**src/rtl/conv_enc_pkg.sv**
```systemverilog
// Shared types and constants for the punctured convolutional encoder:
// rate enumeration, rate-code decode, and the per-rate puncture period and pattern ROM.
package conv_enc_pkg;

    typedef enum logic [1:0] {R12, R23, R34, R56} rate_e;

    typedef enum logic [1:0] {ST_IDLE, ST_DATA, ST_TAIL} frame_state_e;

    localparam int PHASE_W = 3;

    // Number of symbols in one puncture period, indexed by rate_e.
    localparam logic [PHASE_W-1:0] PAT_PERIOD [4] = '{3'd1, 3'd2, 3'd3, 3'd5};

    // Keep masks {A,B} per phase; element [p] of each entry is the mask for phase p.
    localparam logic [4:0][1:0] PAT_ROM [4] = '{
        {2'b11, 2'b11, 2'b11, 2'b11, 2'b11},
        {2'b11, 2'b11, 2'b11, 2'b10, 2'b11},
        {2'b11, 2'b11, 2'b01, 2'b10, 2'b11},
        {2'b01, 2'b10, 2'b01, 2'b10, 2'b11}
    };

    function automatic rate_e decode_rate(input logic [3:0] code);
        rate_e r;
        case (code)
            4'b0001:                            r = R23;
            4'b1111, 4'b0111, 4'b1011, 4'b0011: r = R34;
            4'b0010:                            r = R56;
            default:                            r = R12;
        endcase
        return r;
    endfunction

endpackage

```
**src/rtl/conv_enc_puncturer.sv**
```systemverilog
// Puncture phase counter and keep-mask lookup. The phase is frozen during the
// unpunctured preamble and returns to zero on the frame-end clear.
module conv_enc_puncturer
    import conv_enc_pkg::*;
(
    input  logic       Clk,
    input  logic       reset,
    input  logic [1:0] rate_i,
    input  logic       adv_i,
    input  logic       clr_i,
    input  logic       preamble_i,
    output logic [1:0] keep_o
);

    logic [PHASE_W-1:0] phase_q, phase_d;
    logic [PHASE_W-1:0] period;

    // NOTE: every signal written here gets a default first so no latch is inferred.
    always_comb begin
        period  = PAT_PERIOD[rate_i];
        phase_d = phase_q;
        if (clr_i) begin
            phase_d = '0;
        end else if (adv_i && !preamble_i) begin
            phase_d = (phase_q == period - 3'd1) ? '0 : phase_q + 3'd1;
        end
    end

    // NOTE: state registers use non-blocking assignments so all flops update together.
    always_ff @(posedge Clk or negedge reset) begin
        if (!reset) begin
            phase_q <= '0;
        end else begin
            phase_q <= phase_d;
        end
    end

    assign keep_o = preamble_i ? 2'b11 : PAT_ROM[rate_i][phase_q];

endmodule

```
**src/rtl/conv_encoder_punct_param.sv**
```systemverilog
// Rate-1/2 convolutional encoder with per-frame latched puncturing and valid/ready
// handshakes. Define TAIL_FLUSH_EN to append K-1 zero-input tail symbols per frame.
module conv_encoder_punct_param
    import conv_enc_pkg::*;
#(
    parameter int             K            = 7,
    parameter logic [K-1:0]   G_A          = 7'b1101101,
    parameter logic [K-1:0]   G_B          = 7'b1001111,
    parameter int             PREAMBLE_LEN = 24
) (
    input  logic       Clk,
    input  logic       reset,
    input  logic       in_bit,
    input  logic       in_valid,
    input  logic       in_last,
    output logic       in_ready,
    input  logic [3:0] rate,
    output logic [1:0] out_ab,
    output logic [1:0] out_valid,
    output logic       out_last,
    input  logic       out_ready
);

    localparam logic [7:0] PRE       = 8'(PREAMBLE_LEN);
    localparam logic [3:0] TAIL_LAST = 4'(K - 2);

    frame_state_e state_q, state_d;
    rate_e        rate_q, rate_d, eff_rate;
    logic [K-1:1] sr_q, sr_d;
    logic [7:0]   cnt_q, cnt_d;
    logic [3:0]   tail_q, tail_d;
    logic [1:0]   ab_q, ab_d, vld_q, vld_d;
    logic         last_q, last_d;
    logic         rdy_en_q;

    logic         slot_free, accept, tail_adv, tail_done, advance;
    logic         din, preamble, frame_end, last_sym;
    logic [K-1:0] window;
    logic [1:0]   keep;

    assign slot_free = (vld_q == 2'b00) || out_ready;
    assign in_ready  = rdy_en_q && slot_free && (state_q != ST_TAIL);
    assign accept    = in_valid && in_ready;
`ifdef TAIL_FLUSH_EN
    assign tail_adv  = (state_q == ST_TAIL) && slot_free;
`else
    assign tail_adv  = 1'b0;
`endif
    assign tail_done = tail_adv && (tail_q == TAIL_LAST);
    assign advance   = accept || tail_adv;
    assign din       = accept ? in_bit : 1'b0;
    assign window    = {sr_q, din};
    // The first bit of a frame must already be punctured with the rate it latches.
    assign eff_rate  = (state_q == ST_IDLE) ? decode_rate(rate) : rate_q;
    assign preamble  = cnt_q < PRE;
`ifdef TAIL_FLUSH_EN
    assign frame_end = tail_done;
`else
    assign frame_end = accept && in_last;
`endif
    assign last_sym  = frame_end;

    conv_enc_puncturer u_punct (
        .Clk        (Clk),
        .reset      (reset),
        .rate_i     (eff_rate),
        .adv_i      (advance),
        .clr_i      (frame_end),
        .preamble_i (preamble),
        .keep_o     (keep)
    );

    always_comb begin
        state_d = state_q;
        rate_d  = rate_q;
        sr_d    = sr_q;
        cnt_d   = cnt_q;
        tail_d  = tail_q;
        ab_d    = ab_q;
        vld_d   = vld_q;
        last_d  = last_q;

        if (advance) begin
            sr_d   = window[K-2:0];
            if (preamble) cnt_d = cnt_q + 8'd1;
            ab_d   = {^(G_A & window), ^(G_B & window)};
            vld_d  = keep;
            last_d = last_sym;
        end else if (slot_free) begin
            ab_d   = 2'b00;
            vld_d  = 2'b00;
            last_d = 1'b0;
        end

        if (frame_end) begin
            sr_d  = '0;
            cnt_d = '0;
        end

        case (state_q)
            ST_IDLE, ST_DATA: begin
                if (accept) begin
                    if (state_q == ST_IDLE) rate_d = decode_rate(rate);
                    if (in_last) begin
`ifdef TAIL_FLUSH_EN
                        state_d = ST_TAIL;
                        tail_d  = '0;
`else
                        state_d = ST_IDLE;
`endif
                    end else begin
                        state_d = ST_DATA;
                    end
                end
            end
            ST_TAIL: begin
                if (tail_adv) begin
                    tail_d = tail_q + 4'd1;
                    if (tail_done) state_d = ST_IDLE;
                end
            end
            default: state_d = ST_IDLE;
        endcase
    end

    always_ff @(posedge Clk or negedge reset) begin
        if (!reset) begin
            state_q  <= ST_IDLE;
            rate_q   <= R12;
            sr_q     <= '0;
            cnt_q    <= '0;
            tail_q   <= '0;
            ab_q     <= 2'b00;
            vld_q    <= 2'b00;
            last_q   <= 1'b0;
            rdy_en_q <= 1'b0;
        end else begin
            state_q  <= state_d;
            rate_q   <= rate_d;
            sr_q     <= sr_d;
            cnt_q    <= cnt_d;
            tail_q   <= tail_d;
            ab_q     <= ab_d;
            vld_q    <= vld_d;
            last_q   <= last_d;
            rdy_en_q <= 1'b1;
        end
    end

    assign out_ab    = ab_q;
    assign out_valid = vld_q;
    assign out_last  = last_q;

endmodule

```
**config.mk**
```make
export PLATFORM = sky130hd
export DESIGN_NAME = conv_encoder_punct_param
export DESIGN_NICKNAME = d
export VERILOG_FILES = /design/src/rtl/conv_enc_pkg.sv /design/src/rtl/conv_enc_puncturer.sv /design/src/rtl/conv_encoder_punct_param.sv
export SDC_FILE = /design/constraint.sdc
export NUM_CORES = 1
export LEC_CHECK = 0
export CORE_MARGIN = 4
export CORE_UTILIZATION = 55
export CTS_CLUSTER_DIAMETER = 30
export DETAILED_ROUTE_END_ITERATION = 6
export GPL_TIMING_DRIVEN = 0
export HOLD_SLACK_MARGIN = 0.08
export PLACE_DENSITY = 0.85
export SYNTH_ARGS = -nofsm -noshare
export SYNTH_HDL_FRONTEND = slang
export SYNTH_SLANG_ARGS = --single-unit
```
**constraint.sdc**
```tcl
create_clock -name Clk -period 2 [get_ports Clk]
set_clock_uncertainty 0.1 [all_clocks]
set_input_delay 0.5 -clock Clk [delete_from_list [all_inputs] [get_ports Clk]]
set_output_delay 0.5 -clock Clk [all_outputs]
set_load 0.01 [all_outputs]
```
### After elaboration in Yosys (flattened, before gate mapping)

Cells that the tools add are included.

| operators by class | value |
|---|---|
| add/subtract/negate cells | 3 |
| multipliers | 0 |
| div/mod/pow operators | 0 |
| $lt $le $gt $ge | 3 |
| eq/ne operators | 11 |
| shift operators | 0 |
| multiplexer cells | 28 |
| bitwise gates (word level) | 2 |
| reduce and logical (&&, ||, !) cells | 20 |

Operators by type and width:

| cell | number |
|---|---|
| 8-bit two-way mux | 3 |
| 10-bit binary-select mux with 2-bit select | 1 |
| 10-bit two-way mux | 2 |
| 3-bit two-way mux | 5 |
| 2-bit two-way mux | 7 |
| 7-bit parity | 2 |
| 6-bit two-way mux | 2 |
| 8-bit by 1-bit adder with 8-bit output (second input constant) | 1 |
| 4-bit by 2-bit == test with 1-bit output (second input constant) | 2 |
| 4-bit == test (second input constant) | 2 |
| 8-bit by 5-bit less-than comparator with 1-bit output (second input constant) | 1 |
| 2-bit nonzero test | 4 |
| 2-bit binary-select mux with 3-bit select | 1 |
| 3-bit binary-select mux with 2-bit select | 1 |
| 2-bit one-hot mux with 3 select lines | 1 |
| 2-bit AND reduction | 3 |
| 1-bit logical AND | 5 |
| 4-bit by 1-bit == test with 1-bit output (second input constant) | 1 |
| 4-bit by 3-bit == test with 1-bit output (second input constant) | 1 |
| 2-bit zero test | 2 |
| 3-bit by 4-bit less-than comparator with 1-bit output (second input constant) | 1 |
| 1-bit two-way mux | 4 |
| 2-bit inequality test (second input constant) | 2 |
| 2-bit one-hot mux with 2 select lines | 1 |
| other kinds (12) | 12 |

| word-level totals | value |
|---|---|
| bits in registers | 27 |
| latch bits | 0 |
| bits in writable memories | 0 |
| bits in read-only memories | 0 |
| bits of input ports | 10 |
| output and inout port bits | 6 |
| memories kept | 0 |

### Logic depth before layout (Yosys ltp)

Gate-level depths: netlist of the first run.

| depth | value |
|---|---|
| word-level depth | 13 |
| mapped depth | 6 |

### Cells and area by module

A second synthesis of the first run with hierarchy kept.

| unflattened totals | value |
|---|---|
| cell total of the unflattened synthesis | 144 |
| area, all modules | 1375.1 um^2 |

Modules (own cells, without submodules):

| module | instances | cells each | area each (um^2) | seq. area each (um^2) |
|---|---|---|---|---|
| conv_encoder_punct_param | 1 | 109 | 1073.5 | 575.6 |
| conv_enc_puncturer | 1 | 35 | 301.5 | 75.1 |

### Worst setup path before layout of the first run

Ideal clock, no wire load.

| timing path | value |
|---|---|
| path kind | input -> register |
| start | input rate[3] |
| end | register u_punct.phase_q[2] |
| setup time | 0.130 ns |
| data arrival time | 1.455 ns |
| path slack | 0.315 ns |
| cell stages on the path | 5 |
| path through | or2_2 > a2111oi_0 > o21ai_1 > nand4_1 > nand4_1 |

| between the ends | value |
|---|---|
| word-level cells in the longest chain between the ends | 13 |

RTL lines:

| element | line | text |
|---|---|---|
| from (decl) | conv_encoder_punct_param.sv:17 | `input logic [3:0] rate,` |
| 4-bit == test, or another cell as far along | conv_enc_pkg.sv:24 | `case (code)` |
| 4-bit OR reduction | conv_enc_pkg.sv:24 |  |
| 2-bit one-hot mux with 3 select lines (*) | conv_enc_pkg.sv:24 |  |
| 2-bit two-way mux (*) | n/a |  |
| 2-bit inverter with 3-bit output (not written as such) (*) | conv_enc_puncturer.sv:20 | `period = PAT_PERIOD[rate_i];` |
| 3-bit binary-select mux with 2-bit select (*) | conv_enc_puncturer.sv:20 |  |
| 3-bit two-way mux (not written as such) (*) (2 in series) | conv_enc_puncturer.sv:20 |  |
| 3-bit by 1-bit subtractor with 3-bit output (*) | conv_enc_puncturer.sv:25 | `phase_d = (phase_q == period - 3'd1) ? '0 : phase_q + 3'd1;` |
| 3-bit == test (*) | conv_enc_puncturer.sv:25 |  |
| 3-bit two-way mux (*) | conv_enc_puncturer.sv:25 |  |
| 3-bit two-way mux (*) | conv_enc_puncturer.sv:24 | `end else if (adv_i && !preamble_i) begin` |
| 3-bit two-way mux (*) | conv_enc_puncturer.sv:22 | `if (clr_i) begin` |
| to (signal assigned) | conv_enc_puncturer.sv:34 | `phase_q <= phase_d;` |
| to (decl) | conv_enc_puncturer.sv:15 | `logic [PHASE_W-1:0] phase_q, phase_d;` |

Every way passes the cells marked *; elsewhere a longest branch is shown, timed or not. The select of a mux whose other input is x is not followed.
A chain may end at the register's enable or synchronous reset.

### Final worst setup path of the first run

| timing path | value |
|---|---|
| start | register vld_q[1] (netlist: out_valid[1]) |
| end | output out_valid[1] |

RTL lines:

| element | line | text |
|---|---|---|
| from (decl) | conv_encoder_punct_param.sv:32 | `logic [1:0] ab_q, ab_d, vld_q, vld_d;` |
| from (signal assigned) | conv_encoder_punct_param.sv:144 | `vld_q <= vld_d;` |
| to (decl) | conv_encoder_punct_param.sv:19 | `output logic [1:0] out_valid,` |

No word-level cell between the ends.

==> results of run 1 <==
-- registers in the layout, summed over array words and instances, names as in the netlist --
name             cells
cnt_q                8
sr_q                 6
u_punct.phase_q      3
out_ab               2
out_valid            2
rate_q               2
out_last             1
rdy_en_q             1
state_q              1
-- power breakdown --
group	internal [uW]	leakage (uW)	total (uW)	switching [uW]
Combinational	129	0.000358	271	142
Clock	111	0.0000210	262	151
Sequential	576	0.000347	621	45.9
-- path summary, 6_finish.rpt --
check                                    startpoint                        endpoint  slack, ns  cells past startpoint
setup / recovery           out_valid[1]$_DFFE_PN0P_                    out_valid[1]       0.06                      1
hold / removal                  sr_q[4]$_DFFE_PN0P_             sr_q[4]$_DFFE_PN0P_       0.39                      2
setup reg to reg           out_valid[0]$_DFFE_PN0P_  u_punct.phase_q[0]$_DFFE_PN0P_       0.20                      5
hold reg to reg                 sr_q[4]$_DFFE_PN0P_             sr_q[4]$_DFFE_PN0P_       0.39                      2
max in group asynchronous                     reset        out_valid[0]$_DFFE_PN0P_       0.40                      1
min in group asynchronous                     reset          state_q[0]$_DFFE_PN0P_       0.67                      1
-- per-layer routing --
layer	track usage (%)	up-vias
li1	-	575
met1	24.2	587
met2	27.6	27
met3	2.19	2
met4	5.18	0
met5	0	-
-- timing repair --
| item | CTS | global route |
|---|---|---|
| endpoints found under the setup margin | 1 | 6 |
| pin swaps | 1 | 0 |
| hold buffers | 0 | 0 |
| gates resized for setup | 3 | 7 |
| endpoints found under the hold margin | 0 | 0 |
| buffers inserted | 1 | 0 |
-- layout make-up --
cell class | instances | area [um2] | area share, %
Timing Repair Buffer | 15 | 141 | 8.48
Inverter | 3 | 11.3 | 0.675
Clock buffer | 4 | 36.3 | 2.18
Tap cell | 30 | 37.5 | 2.25
Buffer | 8 | 37.5 | 2.25
Multi-Input combinational cell | 112 | 752 | 45.1
Sequential cell | 26 | 652 | 39.1
-- tightest hold or removal path: stages (launching register included) --
cell and delay [ns]:
dfrtp_1 0.37, nand2_1 0.05, nand2_1 0.05
-- cell families after synthesis --
| logic type | synth area share [%] |
|---|---|
| buf+inv | 3.42 |
| fa+ha+maj | 3.33 |
| other cells | 0.263 |
| mux | 0.702 |
| compound gates | 20.2 |
| flops | 45.6 |
| xor+xnor | 4.30 |
| simple gates | 22.2 |
-- through the flow --
step	hold slack, ns	total power (uW)	setup TNS, ns	util [%]	worst slack [ns]
6_report	0.388	1160	0	67.3	0.0622
5_1_grt	0.429	1220	0	67.3	0.00345
4_1_cts	0.392	1160	0	66.7	0.00125
3_5_place_dp	0.361	892	-4.89	64.7	-0.497
3_3_place_gp	0.353	877	-3.92	64.7	-0.457
2_1_floorplan	0.104	791	0	-	0.315
-- layout by cell type (no fill, tap or decap), types with 2 or more instances in the layout --
cell type / instances
a21oi_1: 4
a221oi_1: 3
and2_1: 2
and3_1: 2
buf_2: 3
buf_4: 2
clkbuf_1: 4
clkbuf_4: 3
clkdlybuf4s50_1: 12
dfrtp_1: 25
ha_1: 3
inv_1: 3
nand2_1: 25
nand2b_1: 2
nand3_1: 3
nand3b_1: 7
nand4_1: 3
nor2_1: 6
o21ai_0: 9
o21ai_1: 3
o21bai_1: 2
o31ai_1: 2
or3_1: 2
xnor2_1: 5
xor2_1: 2
==> results.md, run 1 <==
- Slew headroom: 24.9%
- Vias: 1,191
- Max Clk Rate: 516 MHz
- First-pass GRT wire length: 4690 um
- Ports: 16
- TritonCTS Sinks: 26
- Synth Instances: 149
- DP Area: 1600 um2
- Final Cycle Share: 96.9%
- Drt drc: 0
- Initial antenna violation count: 0
- Layout Cells excl Fill: 198
- Rows: 18
- Die ar.: 3470 um2
- Yosys top cell area share: 45.6%
- Max Used Layer: met4
- Clock latency on the worst-skew pair: 0.32 ns
- Worst Setup End Kind: output port
- Number of synthesized flops with an enable pin: 0
- Syn. warnings: 0
- Core ar.: 2480 um2
- First drt pass iteration count: 4
- IO buf count: 14
- Endpoints failing hold: 0
- FF+latch count, synth: 26
- Placed Instances: 193
- Max-slew violation count: 0
- Worst hold path type: flip-flop to flip-flop
- Most used DFF post-synth: dfrtp_1
- WL met1: 1340 um
- CP bufs+invs: 1
- Total routed wirelength: 2750 um
- DR WL met2: 1270 um
- Leading area contributor after synthesis: dfrtp_1
- Vias in the first global route: 1,075
- GR Overflow Total: 0
- Syn Area/Cell: 9.57 um2
- Count leader, synth: dfrtp_1
- Vias/cell: 6.02
- Status: completed
- Clock root cell: clkbuf_4
- Chip Height: 58.9 um
- Pwr dens: 693 nW/um2
- Post-DRT Antenna Nets: 0
- Critical Path Max Stage Delay: 0.57 ns
- Area grow syn2layout: 16.9%
- CP required: 1.40 ns
- Peak VDD IR: 619 uV
- Post-layout net count: 182
- Worst Tran Pin Value: 1.12 ns
- Maxcap violations: 0
- Slowest-stage cell, CP: clkdlybuf4s50_1
- RSZ-0062 raised after global routing: no
- Diodes inserted: 0
- Setup CP Type: flip-flop to output port
- Leak: 0.000726 uW
- Hpwl dp: 2000 um
- Initial Util: 57.6%
- GRT Overall Usage: 17.2%
- Met3 WL post-DR: 113 um
- Worst-path clk slew: 0.14 ns
- Post-synthesis sequential area ratio: 45.6%
- Wire per inst: 13.9 um
- Fill cells: 197
- Synth top cells by count: dfrtp_1 (26), nand2_1 (25), o21ai_0 (9)
- Largest net degree at the start of global routing: 27
- Area contributors post-synth: dfrtp_1 (46%), nand2_1 (6.6%), nand3b_1 (3.7%)
- Final setup viols: 0
- Cell Area, Synth: 1430 um2
- H-Tree Depth: 1
- Fin area: 1670 um2
- Synth cell types: 48
- Worst path arrival time: 1.34 ns
- CP cell instances: clkdlybuf4s50_1
- Crit-path max FO: 4
- TritonCTS clock tree: done
- Clk buf depth: 2
- CTS buffer count: 3
- Async S/R FF share, synth: 100%
- DRT iter0 DRCs: 54
- Syn_nets: 162
- Layout cells sized above 1: 13.1%
- Delay-heaviest family, CP: buffers and inverters
- Gpl congestion: 0.827
- Die width: 58.9 um
- Fin crit period: 1.94 ns
- Startpoint Class: flip-flop
Note: power is estimated with default switching activity, not from simulation.
==> run 2, diff against run 1 <==
CORE_ASPECT_RATIO = 0.8   (was default)
SLEW_MARGIN = 20   (was default)
clock period = 1.9 ns   (was 2 ns; I/O delays follow)
==> results.md, run 2 (synthesis gave the netlist of run 1 again) <==
- Most common cell type on the critical path: nand4_1
- GR Overflow Total: 0 (unchanged)
- Endpoints failing hold: 0 (unchanged)
- RSZ-0062 raised after global routing: yes
- R2R Setup Slk: 0.09 ns (-0.11 ns)
- Vias in the first global route: 1,233 (+15%)
- Worst-path clk slew: 0.15 ns (about the same)
- Area grow syn2layout: 18.4%
- Total routed wirelength: 3250 um (+18%)
- Diodes inserted: 0 (unchanged)
- Core ar.: 2460 um2 (-0.61%)
- Max-slew violation count: 0 (unchanged)
- Leak: 0.000728 uW (+0.17%)
- Die ar.: 3480 um2 (+0.15%)
- TritonCTS Sinks: 26 (unchanged)
- GRT Overall Usage: 20.9% (+3.7 points)
- Crit-path max FO: 3 (-1)
- Largest net degree at the start of global routing: 27 (unchanged)
- Die width: 64.9 um (+10%)
- IO buf count: 14 (unchanged)
- Met3 usage: 4.80% (+2.6 points)
- Path depth of the worst reg2reg path: 5 (unchanged)
- Initial Util: 57.9% (+0.35 points)
- Clock root cell: clkbuf_4
- Final setup viols: 1 (+1)
- Worst Setup End Kind: flip-flop
- Wire per inst: 15.9 um (+14%)
- Drt drc: 0 (unchanged)
- Setup CP Type: input pin to flip-flop
- Worst hold path type: flip-flop to flip-flop
- Grt met2 use: 35.7% (+8.1 points)
- Post-DRT Antenna Nets: 0 (unchanged)
- Vias: 1,221 (+2.5%)
- Met1 Resource Use GR: 25.8% (+1.5 points)
- Commonest non-fill, non-tap cells in the layout: nand2_1 (25), dfrtp_1 (24), o21ai_0 (9), clkdlybuf4s50_1 (9), nand3b_1 (7)
- Commonest non-fill, non-tap cell in the layout: nand2_1
- First drt pass iteration count: 4 (unchanged)
- Reg2Reg Launch Point: u_punct.phase_q[1]$_DFFE_PN0P_
- Post-layout net count: 183 (+0.55%)
- Worst path arrival time: 2.04 ns (+0.70 ns)
- First-pass GRT wire length: 5490 um (+17%)
- Hpwl dp: 2280 um (+14%)
- Slowest-stage cell, CP: clkdlybuf4s50_1
- Final Cycle Share: 101%
- TritonCTS clock tree: done
- Fin crit period: 1.92 ns
- Initial antenna violation count: 0 (unchanged)
- Reg area: 653 um2 (+0.19%)
- Critical Path Max Stage Delay: 0.44 ns (-0.13 ns)
- Maxcap violations: 0 (unchanged)
- Max FFs per register: 8 (unchanged)
- Fill cells: 203 (+3.0%)
- Gpl congestion: 0.826 (-0.18%)
- Status: finished with violations
- Most flop-heavy register: cnt_q
- DRT iter0 DRCs: 67 (+24%)
- Pwr dens: 735 nW/um2 (+6.1%)
- Layout cells sized above 1: 15.4% (+2.3 points)
- DP Area: 1610 um2 (+0.16%)
- Worst setup path end: u_punct.phase_q[2]$_DFFE_PN0P_
- PnR worst setup slack: -0.0159 ns (-0.0782 ns)
- Failing checks: negative setup slack
- Chip Height: 53.6 um (-9.1%)
- Clk buf depth: 2 (unchanged)
- Rows: 16 (-2)
- Slew headroom: 61.0% (+36 points)
- Vias/cell: 5.96 (-0.98%)
- Gr busiest metal: met2
- CP cell instances: clkdlybuf4s50_1 -> or2_2 -> a2111oi_1 -> o21ai_1 -> nand4_1 -> nand4_1
- CTS buffer count: 3 (unchanged)
- Top Registers: cnt_q x8, sr_q x6, u_punct.phase_q x3
- H-Tree Depth: 1 (unchanged)
- Placed Instances: 199 (+3.1%)
- Ports: 16 (unchanged)
- Max Clk Rate: 522 MHz
- Fin area: 1690 um2 (+1.3%)
- Crit. Startpoint: rate[3]
- Peak VDD IR: 553 uV (-11%)
- Layout Cells excl Fill: 205 (+3.5%)
- Worst Tran Pin Value: 0.585 ns (-0.539 ns)
- Clock latency on the worst-skew pair: 0.33 ns (about the same)
- Reg-to-Reg End: u_punct.phase_q[2]$_DFFE_PN0P_
- Startpoint Class: input pin
- CP required: 2.03 ns (+0.63 ns)
- Multi-input logic area: 762 um2 (+1.3%)
[run 2: layout make-up]
cell class / count / share of cell area (%)
multi-input cells: 112 / 45.1
inverters: 3 / 0.667
flip-flops and latches: 26 / 38.7
clock buffers: 4 / 2.15
repair buffers: 16 / 8.52
plain buffers: 8 / 2.22
well taps: 36 / 2.67
[run 2: power breakdown]
| group | switching, uW | total (uW) | leakage (uW) | internal, uW |
|---|---|---|---|---|
| Combinational | 155 | 291 | 0.000360 | 135 |
| Sequential | 52.0 | 659 | 0.000346 | 606 |
| Clock | 174 | 292 | 0.0000210 | 117 |
[run 2: how the worst min path moves through the flow]
| stage | cells past startpoint | from | end | slack [ns] |
|---|---|---|---|---|
| 2_1_floorplan | 0 | reset | cnt_q[0]$_DFFE_PN0P_ | 0.08 |
| 3_3_place_gp | 2 | sr_q[4]$_DFFE_PN0P_ | sr_q[4]$_DFFE_PN0P_ | 0.35 |
| 3_5_place_dp | 2 | sr_q[4]$_DFFE_PN0P_ | sr_q[4]$_DFFE_PN0P_ | 0.36 |
| 4_1_cts | 2 | sr_q[4]$_DFFE_PN0P_ | sr_q[4]$_DFFE_PN0P_ | 0.39 |
| 5_1_grt | 2 | sr_q[4]$_DFFE_PN0P_ | sr_q[4]$_DFFE_PN0P_ | 0.41 |
| 6_report | 2 | sr_q[4]$_DFFE_PN0P_ | sr_q[4]$_DFFE_PN0P_ | 0.39 |
[run 2: through the flow]
stage	hold WS, ns	utilization [%]	setup TNS (ns)	power (uW)	setup WS, ns
CTS	0.390	67.8	0	1240	0.0127
global placement	0.352	65.4	-7.39	924	-0.526
floorplan	0.0794	-	0	832	0.240
detailed placement	0.358	65.2	-7.42	942	-0.539
global route	0.411	68.6	-0.196	1310	-0.0820
finish	0.388	68.6	-0.0159	1240	-0.0159
[run 2: routing by layer]
metal	routed length, um	part of all wire, %	up-vias
met5	0	0	-
met4	59	1.8	0
met3	216	6.6	9
met2	1570	48	50
met1	1410	43	592
li1	-	-	570
[run 2: worst max-delay path: cells and delay by family]
kind            cells  cell delay, ns
buf+inv             1            0.44
compound gates      2            0.57
simple gates        3            0.56
[run 2: what timing repair did]
item	CTS	global route
hold endpoints to repair	26	0
hold buffers	1	0
endpoints found under the setup margin	12	11
cloned	0	0
resized for setup	13	4
pin swaps	1	1
setup buffers	1	0
